===== config.mk =====
export PLATFORM = sky130hd
export DESIGN_NAME = alu_issue_reg
export DESIGN_NICKNAME = d
export VERILOG_FILES = /design/src/rtl/alu_issue_reg_pkg.sv /design/src/rtl/alu_fwd_mux.sv /design/src/rtl/alu_issue_reg.sv
export SDC_FILE = /design/constraint.sdc
export NUM_CORES = 1
export LEC_CHECK = 0
export BUFFER_PORTS_ARGS = -buffer_cell sky130_fd_sc_hd__buf_2
export CAP_MARGIN = 20
export CORE_MARGIN = 4
export CORE_UTILIZATION = 30
export CTS_BUF_LIST = sky130_fd_sc_hd__clkbuf_4 sky130_fd_sc_hd__clkbuf_8
export DETAILED_ROUTE_END_ITERATION = 10
export GPL_ROUTABILITY_DRIVEN = 0
export PLACE_DENSITY = 0.66
export SLEW_MARGIN = 5
export SYNTH_ARGS = -nofsm -noshare
export SYNTH_HDL_FRONTEND = slang
export SYNTH_SLANG_ARGS = --single-unit

===== constraint.sdc =====
create_clock -name clk -period 4.3 [get_ports clk]
set_input_delay 0.86 -clock clk [delete_from_list [all_inputs] [get_ports clk]]
set_output_delay 0.86 -clock clk [all_outputs]
set_load 0.005 [all_outputs]

===== src/rtl/alu_issue_reg_pkg.sv =====
// Shared definitions for the D->E issue register: ALU opcodes, forward-select
// encoding and the hard-wired zero register index.
package alu_issue_reg_pkg;

    localparam int DW_DEF  = 32;
    localparam int AW_DEF  = 5;
    localparam int OPW_DEF = 4;

    typedef enum logic [3:0] {
        ALU_ADD  = 4'd0,
        ALU_SUB  = 4'd1,
        ALU_OR   = 4'd2,
        ALU_AND  = 4'd3,
        ALU_SLT  = 4'd4,
        ALU_SLTU = 4'd5
    } alu_op_e;

    typedef enum logic [1:0] {
        FWD_REG = 2'd0,
        FWD_M   = 2'd1,
        FWD_W   = 2'd2
    } fwd_sel_e;

    localparam int REG_ZERO = 0;

endpackage


===== src/rtl/alu_fwd_mux.sv =====
// Operand bypass mux: picks the newest value of one source register.
// Register $0 is never bypassed; M takes precedence over W on the same index.
module alu_fwd_mux
    import alu_issue_reg_pkg::*;
#(
    parameter int DW = DW_DEF,
    parameter int AW = AW_DEF
) (
    input  logic [AW-1:0] src_addr,
    input  logic [DW-1:0] src_val,
    input  logic          m_we,
    input  logic [AW-1:0] m_wa,
    input  logic [DW-1:0] m_wd,
    input  logic          w_we,
    input  logic [AW-1:0] w_wa,
    input  logic [DW-1:0] w_wd,
    output logic [DW-1:0] val
);

    localparam logic [AW-1:0] ZERO_ADDR = AW'(REG_ZERO);

    fwd_sel_e sel;

    // Choose the bypass source by stage age.
    always_comb begin
        sel = FWD_REG;
        if (src_addr != ZERO_ADDR) begin
            if (m_we && (m_wa == src_addr)) begin
                sel = FWD_M;
            end else if (w_we && (w_wa == src_addr)) begin
                sel = FWD_W;
            end
        end
    end

    // Steer the selected value.
    always_comb begin
        case (sel)
            FWD_M:   val = m_wd;
            FWD_W:   val = w_wd;
            default: val = src_val;
        endcase
    end

endmodule


===== src/rtl/alu_issue_reg.sv =====
// D->E pipeline register in front of the ALU with M/W operand forwarding.
// Build option: ISSUE_FWD_EN enables forwarding and refresh of held operands
// during stall; without it the ALU sees the values read in D and the hazard
// unit is expected to stall instead.
module alu_issue_reg
    import alu_issue_reg_pkg::*;
#(
    parameter int DW  = DW_DEF,
    parameter int AW  = AW_DEF,
    parameter int OPW = OPW_DEF
) (
    input  logic           clk,
    input  logic           reset,
    input  logic           stall,
    input  logic           flush,
    input  logic           d_valid,
    input  logic [DW-1:0]  d_pc,
    input  logic [OPW-1:0] d_alu_op,
    input  logic [AW-1:0]  d_rs_addr,
    input  logic [DW-1:0]  d_rs_val,
    input  logic [AW-1:0]  d_rt_addr,
    input  logic [DW-1:0]  d_rt_val,
    input  logic [DW-1:0]  d_imm,
    input  logic           d_use_imm,
    input  logic [AW-1:0]  d_wa,
    input  logic           d_ov_chk,
    input  logic           m_we,
    input  logic [AW-1:0]  m_wa,
    input  logic [DW-1:0]  m_wd,
    input  logic           w_we,
    input  logic [AW-1:0]  w_wa,
    input  logic [DW-1:0]  w_wd,
    output logic           e_valid,
    output logic [DW-1:0]  e_pc,
    output logic [OPW-1:0] alu_op,
    output logic [DW-1:0]  num1,
    output logic [DW-1:0]  num2,
    output logic [DW-1:0]  e_rt_fwd,
    output logic [AW-1:0]  e_wa,
    output logic           e_ov_chk
);

`ifdef ISSUE_FWD_EN
    localparam logic FWD_ON = 1'b1;
`else
    localparam logic FWD_ON = 1'b0;
`endif

    localparam logic [OPW-1:0] OP_BUBBLE = OPW'(ALU_ADD);

    logic           valid_q,   valid_d;
    logic [DW-1:0]  pc_q,      pc_d;
    logic [OPW-1:0] op_q,      op_d;
    logic [AW-1:0]  rs_addr_q, rs_addr_d;
    logic [DW-1:0]  rs_val_q,  rs_val_d;
    logic [AW-1:0]  rt_addr_q, rt_addr_d;
    logic [DW-1:0]  rt_val_q,  rt_val_d;
    logic [DW-1:0]  imm_q,     imm_d;
    logic           use_imm_q, use_imm_d;
    logic [AW-1:0]  wa_q,      wa_d;
    logic           ov_q,      ov_d;

    logic           m_we_g, w_we_g;
    logic [DW-1:0]  fwd_rs, fwd_rt;

    // With forwarding compiled out the write enables are tied low, so the muxes
    // return the stored values and stall refresh degenerates to a plain hold.
    assign m_we_g = m_we & FWD_ON;
    assign w_we_g = w_we & FWD_ON;

    alu_fwd_mux #(.DW(DW), .AW(AW)) u_fwd_rs (
        .src_addr (rs_addr_q),
        .src_val  (rs_val_q),
        .m_we     (m_we_g),
        .m_wa     (m_wa),
        .m_wd     (m_wd),
        .w_we     (w_we_g),
        .w_wa     (w_wa),
        .w_wd     (w_wd),
        .val      (fwd_rs)
    );

    alu_fwd_mux #(.DW(DW), .AW(AW)) u_fwd_rt (
        .src_addr (rt_addr_q),
        .src_val  (rt_val_q),
        .m_we     (m_we_g),
        .m_wa     (m_wa),
        .m_wd     (m_wd),
        .w_we     (w_we_g),
        .w_wa     (w_wa),
        .w_wd     (w_wd),
        .val      (fwd_rt)
    );

    // Next-state select: flush (or invalid D) -> bubble, stall -> hold/refresh, else load.
    always_comb begin
        valid_d   = valid_q;
        pc_d      = pc_q;
        op_d      = op_q;
        rs_addr_d = rs_addr_q;
        rs_val_d  = fwd_rs;
        rt_addr_d = rt_addr_q;
        rt_val_d  = fwd_rt;
        imm_d     = imm_q;
        use_imm_d = use_imm_q;
        wa_d      = wa_q;
        ov_d      = ov_q;
        if (flush || (!stall && !d_valid)) begin
            // Zeroed addresses keep a bubble from ever matching a forwarding source.
            valid_d   = 1'b0;
            pc_d      = d_pc;
            op_d      = OP_BUBBLE;
            rs_addr_d = '0;
            rs_val_d  = '0;
            rt_addr_d = '0;
            rt_val_d  = '0;
            imm_d     = '0;
            use_imm_d = 1'b0;
            wa_d      = '0;
            ov_d      = 1'b0;
        end else if (!stall) begin
            valid_d   = 1'b1;
            pc_d      = d_pc;
            op_d      = d_alu_op;
            rs_addr_d = d_rs_addr;
            rs_val_d  = d_rs_val;
            rt_addr_d = d_rt_addr;
            rt_val_d  = d_rt_val;
            imm_d     = d_imm;
            use_imm_d = d_use_imm;
            wa_d      = d_wa;
            ov_d      = d_ov_chk;
        end
    end

    // E-stage state register.
    always_ff @(posedge clk or posedge reset) begin
        if (reset) begin
            valid_q   <= 1'b0;
            pc_q      <= '0;
            op_q      <= OP_BUBBLE;
            rs_addr_q <= '0;
            rs_val_q  <= '0;
            rt_addr_q <= '0;
            rt_val_q  <= '0;
            imm_q     <= '0;
            use_imm_q <= 1'b0;
            wa_q      <= '0;
            ov_q      <= 1'b0;
        end else begin
            valid_q   <= valid_d;
            pc_q      <= pc_d;
            op_q      <= op_d;
            rs_addr_q <= rs_addr_d;
            rs_val_q  <= rs_val_d;
            rt_addr_q <= rt_addr_d;
            rt_val_q  <= rt_val_d;
            imm_q     <= imm_d;
            use_imm_q <= use_imm_d;
            wa_q      <= wa_d;
            ov_q      <= ov_d;
        end
    end

    // ALU-facing outputs.
    always_comb begin
        e_valid  = valid_q;
        e_pc     = pc_q;
        alu_op   = op_q;
        num1     = fwd_rs;
        num2     = use_imm_q ? imm_q : fwd_rt;
        e_rt_fwd = fwd_rt;
        e_wa     = wa_q;
        e_ov_chk = ov_q;
    end

endmodule

# After elaboration in Yosys (flattened, before gate mapping)
# Index checks and enable logic that the tools add are counted.
[classes]
add_sub_neg = 0
n_mul = 0
div_mod_pow = 0
order_cmp = 0
n_eq_ne = 1
n_shift = 0
n_mux = 19
n_bitwise = 0
n_reduce_logical = 4
[ops]
columns = ["operator", "count"]
rows = [
  ["32-bit 2-to-1 mux", 9],
  ["5-bit 2-to-1 mux", 2],
  ["4-bit 2-to-1 mux", 2],
  ["1-bit 2-to-1 mux", 6],
  ["1-bit zero test", 2],
  ["2-bit by 1-bit != test with 1-bit output, second input constant", 1],
  ["1-bit logical AND", 1],
  ["1-bit logical OR", 1],
]
[word_totals]
register_bits = 140
latchBits = 0
ramBits = 0
mem_bits_ro = 0
in_bits = 230
output_inout_bits = 139
wordCells = 33
memories = 0

# Depth between registers and ports, before layout
# Gate-level depths: netlist of the first run.
[logic_depth]
depth_word = 4
depth_mapped = 5
depth_no_buf = 2

# By module
# A second synthesis of the first run with hierarchy kept.
[unflattened]
hier_cells = 646
area_unflattened_um2 = 7400.8
[modules_own_cells]
columns = ["mod", "instances", "cells_each", "area_per_inst_um2", "seq_area_each_um2"]
rows = [
  ["alu_issue_reg", 1, 384, 5909.4, 3753.6],
  ["alu_fwd_mux", 2, 131, 745.7, 0.0],
]

# Worst setup path after synthesis of the first run
# No wires, ideal clock.
[synth_timing]
path_type = "reg2out"
from = "register use_imm_q"
to = "output num2[10]"
arrival_ps = 996
required_time_ps = 3440
path_slack_ps = 2444
path_stages_with_launch = 4
n_path_buf = 2
cell_sequence = "dfrtp_1 buf_2 buf_2 mux2_2"
[synth_via]
elab_chain_cells = 1
[synth_lines]
columns = ["item", "line_no", "rtl"]
rows = [
  ["start: declaration", "alu_issue_reg.sv:59", "logic use_imm_q, use_imm_d;"],
  ["start signal: assignment", "alu_issue_reg.sv:159", "use_imm_q <= use_imm_d;"],
  ["32-bit 2-to-1 mux", "alu_issue_reg.sv:171", "num2 = use_imm_q ? imm_q : fwd_rt;"],
  ["end: declaration", "alu_issue_reg.sv:37", "output logic [DW-1:0] num2,"],
]
# Every way passes these cells.

# Worst setup path in the final report of the first run
[layout_timing]
from = "register use_imm_q"
to = "output num2[16]"
# The elaborated chain is that of the path after synthesis.

==> run summary, run 1 <==
clk slew on worst S/H paths = 90 ps
hold_sp = rs_val_q[31]
clk sinks = 140
largest delay contributor family on the critical path = flip-flops
Mapped Area = 6350 sq um
largest net degree at the start of global routing = 78
die width = 154 um
Rel. slew slack = 35.4%
PortBufs = 282
IO Pins = 369
Total Wirelength = 18,800 um
Final Cell Area = 8360 sq um
dpl ws = 1850 ps
Cells after Synth = 567
slowest cell delay on critical path = 1010 ps
Fin Setup TNS = 0 ps
Final Net Count = 1,054
Pwr Density = 357 nW/um^2
Multi-input gate area = 2550 sq um
CP required = 3440 ps
antenna violations before repair = 2
Startpoint Class = register
post-synthesis sequential area ratio = 55.2%
hold_ws = 490 ps
vias in the first global route = 5,335
Hold Buf Count CTS = 0
critical path type = register to output port
Max Cap Violations = 0
Final setup viols = 0
DPL Wire Length = 13,100 um
routed len/inst = 17.0 um
commonest non-fill, non-tap cells in the layout = 279 x buf_2, 139 x dfrtp_1, 97 x nand2_1, 97 x nand3b_1, 97 x a21oi_1
share of post-route cells with drive strength above 1 = 46.7%
crit path capture type = output port
via count = 5,222
Area after DPL = 7920 sq um
share of the synthesized area in the top cell type = 55.2%
Crit. Startpoint = use_imm_q
Die Ht = 154 um
R2R cell count = 2
post-CTS setup buffers = 0
register area = 3500 sq um
Worst-Margin Slew = 969 ps
fin crit share = 67.7%
Total GRT Usage = 15.7%
Final Max Slew Viols = 0
WP data arrival = 2050 ps
syn_nets = 797
leading area contributor after synthesis = dfrtp_1
non-filler cells in the finished layout = 1,106
total CTS buffers = 17
critical path fanouts, max = 33
min Tclk post-route = 2910 ps
CTS tree = done
clk root buf = clkbuf_8
# fillers = 1,996
number of synthesized register bits = 140
CTS-repair resized insts = 0
CTS Buffer Depth = 2
Area Overhead vs Synth = 31.6%
syn avg cell area = 11.2 sq um
DRC = 0
post-synth cell types = 17
first-pass iteration count of the detailed router = 4
Ant. Diodes = 0
largest cells by area after synthesis = dfrtp_1 55%, nand3b_1 11%, a21oi_1 7.6%
Antenna Nets Post-Route = 0
P_leak = 0.00419 uW
Worst Hold Class = register to register
RSZ-0062 raised after global routing = no
crit-path cells = mux2_2, buf_2
total gr overflow = 0
commonest non-fill, non-tap cell in the layout = buf_2
Fin Clk Skew = 0 ps
Core Region = 20,600 sq um
Synth warnings = 0
CTS H-tree lvls = 4
first-pass GRT wire length = 29,800 um
status = completed
critical path buffer and inverter count = 1
Critical R2R Launch = use_imm_q
placed instance count = 1,075
number of DRC markers in iteration 0 = 178
VDD IR max = 0.000153 V
maximum clock rate = 343 MHz
final worst slack = 1390 ps
Cells on Worst Hold Path = 1
die area = 23,600 sq um
Stages on worst setup path = 2
# rows = 52
Via density = 4.72
hold violation total from the final report = 0
clock latency on the worst-skew pair = 420 ps
slowest CP cell = dfrtp_2
Starting Density = 30.9%
-- worst reg2reg max path, delay by kind of cell (launching register included) --
family,cells,cell delay [ps]
compound gates,1,160
flops,1,1010
simple gates,1,100
-- Yosys cell counts, drive strengths merged --
cell type and number:
nor2 2, a32o 10, nand2 97, mux2 64, nand3b 97, clkbuf 13
buf 41, mux2i 1, nand2b 1, inv 2, nor2b 2, dfrtp 140
a21oi 97
-- stage by stage --
stage	util (%)	power, uW
3_3_place_gp	38.5	1820
5_1_grt	40.7	3140
6_report	40.7	2990
2_1_floorplan	-	1640
3_5_place_dp	38.5	1820
4_1_cts	40.7	3050
-- kinds of logic (layout without fill, tap and decap cells) --
family | Yosys count | after routing | share of synthesized area (%)
compound gates | 107 | 107 | 9.22
buf+inv | 56 | 325 | 4.63
flops | 140 | 140 | 55.2
simple gates | 199 | 199 | 17.7
mux | 65 | 65 | 13.3
-- where the power goes --
group | internal (uW) | switching, uW
clock | 661 | 533
sequential | 1380 | 39.5
combinational | 187 | 187
-- area by class of cell --
type                       count  area share (%)
sequential                   140            41.9
clock buffer                  19            3.05
multi-input combinational    371            30.6
clock inverter                12            2.25
inverter                       2           0.135
timing repair buffer         292            18.0
tap                          270            4.04
-- sequential cells by signal, indices dropped and copies added (netlist names) --
signal and flops:
alu_op 4, use_imm_q 1, imm_q 32, e_wa 5, e_ov_chk 1, e_valid 1
e_pc 32, rs_val_q 32, rt_val_q 32
-- final timing paths --
check	endpoint	slack, ps
max	num2[16]	1390
max in group asynchronous	imm_q[23]	3000
min reg2reg	rs_val_q[31]	490
min in group asynchronous	imm_q[13]	510
min	rs_val_q[31]	490
max reg2reg	use_imm_q	2960
-- routing by layer --
| layer | wire (um) | vias to the layer above | global-route usage (%) |
|---|---|---|---|
| met5 | 18 | - | 0 |
| met4 | 195 | 2 | 3.66 |
| met3 | 1780 | 14 | 6.24 |
| met2 | 8860 | 218 | 25.9 |
| met1 | 7960 | 2508 | 19.6 |
| li1 | - | 2480 | - |
No activity file was read; power rests on OpenSTA's default activity.
==> inputs of run 2 (changes only) <==
PLACE_DENSITY = 0.64   (was 0.66)
clock period = 2.7 ns   (was 4.3 ns; I/O delays follow)
==> run 2 against run 1 <==
Effect of this change:
- global-route usage decreased by 0.34 points
- critical path type unchanged
- power increased by 55%
- critical path depth up 1
- clock-buffer cell count shrank 2
- critical endpoint is now num2[15]
==> run summary, run 2 (synthesized netlist as in run 1, its figures left out) <==
CTS tree = done
r2r setup slk = 1660 ps
clk slew on worst S/H paths = 100 ps
Core Region = 20,600 sq um
non-filler cells in the finished layout = 1,110
slowest cell delay on critical path = 520 ps
die width = 154 um
Starting Density = 30.9%
maximum clock rate = 447 MHz
IO Pins = 369
# fillers = 2,083
critical path type = register to output port
Final Max Slew Viols = 0
routed len/inst = 16.7 um
crit-path cells = buf_12, mux2_2, buf_2
clock latency on the worst-skew pair = 430 ps
Startpoint Class = register
CTS Buffer Depth = 2
P_leak = 0.00420 uW
VDD IR max = 0.000328 V
clk sinks = 140
first-pass iteration count of the detailed router = 4
Final setup viols = 0
crit path capture type = output port
Antenna Nets Post-Route = 0
commonest non-fill, non-tap cells in the layout = 279 x buf_2, 139 x dfrtp_1, 97 x nand2_1, 97 x nand3b_1, 97 x a21oi_1
CP required = 2160 ps
total CTS buffers = 17
DPL Wire Length = 12,700 um
post-CTS setup buffers = 0
clk root buf = clkbuf_8
slowest CP cell = dfrtp_2
reg-to-reg endpoint = use_imm_q
Rel. slew slack = 55.7%
Fin Clk Skew = 0 ps
Total GRT Usage = 15.4%
min Tclk post-route = 2240 ps
hold violation total from the final report = 0
Final Net Count = 1,056
Area Overhead vs Synth = 32.1%
placed instance count = 1,077
share of post-route cells with drive strength above 1 = 46.8%
Max Cap Violations = 0
RSZ-0062 raised after global routing = no
dpl ws = 824 ps
fin crit share = 82.9%
# rows = 52
Critical R2R Launch = use_imm_q
Total Wirelength = 18,600 um
Die Ht = 154 um
status = completed
Finished Core Util = 40.8%
Pwr Total = 4640 uW
commonest non-fill, non-tap cell in the layout = buf_2
WP data arrival = 1700 ps
final worst slack = 463 ps
Via density = 4.69
Hold Buf Count CTS = 0
vias in the first global route = 5,476
Worst Hold Class = input port to async pin
PortBufs = 282
antenna violations before repair = 2
first-pass GRT wire length = 29,600 um
die area = 23,600 sq um
R2R cell count = 3
DRC = 0
CTS H-tree lvls = 4
via count = 5,208
number of DRC markers in iteration 0 = 210
Fin Setup TNS = 0 ps
Pwr Density = 553 nW/um^2
critical path fanouts, max = 26
total gr overflow = 0
Worst-Margin Slew = 664 ps
CTS-repair resized insts = 0
largest net degree at the start of global routing = 102
[run 2: changes by cell type in the layout (fill, tap and decap cells not counted)]
| cell | previous run | this run |
|---|---|---|
| buf_12 | 1 | 5 |
| buf_4 | 12 | 10 |
| bufinv_16 | 4 | 2 |
| clkbuf_4 | 1 | 0 |
| clkbuf_8 | 18 | 17 |
| clkinv_4 | 2 | 3 |
| clkinvlp_4 | 3 | 4 |
| diode_2 | 0 | 1 |
| inv_8 | 0 | 3 |
[run 2: cell type report]
type	count	area [sq um]	area share, %
diodes	1	2.50	0.0298
clock buffers	17	234	2.79
clock inverters	15	178	2.12
inverters	2	11.3	0.134
multi-input cells	371	2550	30.4
flip-flops and latches	140	3500	41.7
well taps	270	338	4.02
repair buffers	294	1570	18.7
[run 2: worst max-delay path by stage]
stage / from / end / slack (ps) / cells past startpoint
finish: use_imm_q / num2[15] / 460 / 3
global route: use_imm_q / num2[0] / 330 / 3
CTS: use_imm_q / num2[0] / 380 / 3
detailed placement: flush / e_pc[30] / 820 / 3
global placement: flush / e_pc[30] / 840 / 3
floorplan: reset / alu_op[0] / 410 / 1
[run 2: stage by stage]
step	hold slack (ps)	area, sq um
CTS	41.1	8390
global placement	468	7980
floorplan	460	6360
detailed placement	478	7980
finish	71.7	8390
global route	43.3	8390
[run 2: worst max-delay path, delay by kind of cell, from the launching register on]
kind                   cells  cell delay [ps]
DFF                        1              520
buffers and inverters      2              370
muxes                      1              370
[run 2: layer usage]
layer  track usage [%]  vias up  share of wire [%]
met4              4.08        2                1.2
met2              25.8      176                 49
met5                 0        -              0.038
met1              19.0     2533                 42
met3              5.48       18                7.7
li1                  -     2479                  -
[run 2: report_power, final]
| part | switching, uW | total [uW] | internal [uW] |
|---|---|---|---|
| Sequential | 57.2 | 2250 | 2190 |
| Combinational | 302 | 609 | 307 |
| Clock | 925 | 1780 | 855 |
| Total | 1280 | 4640 | 3360 |
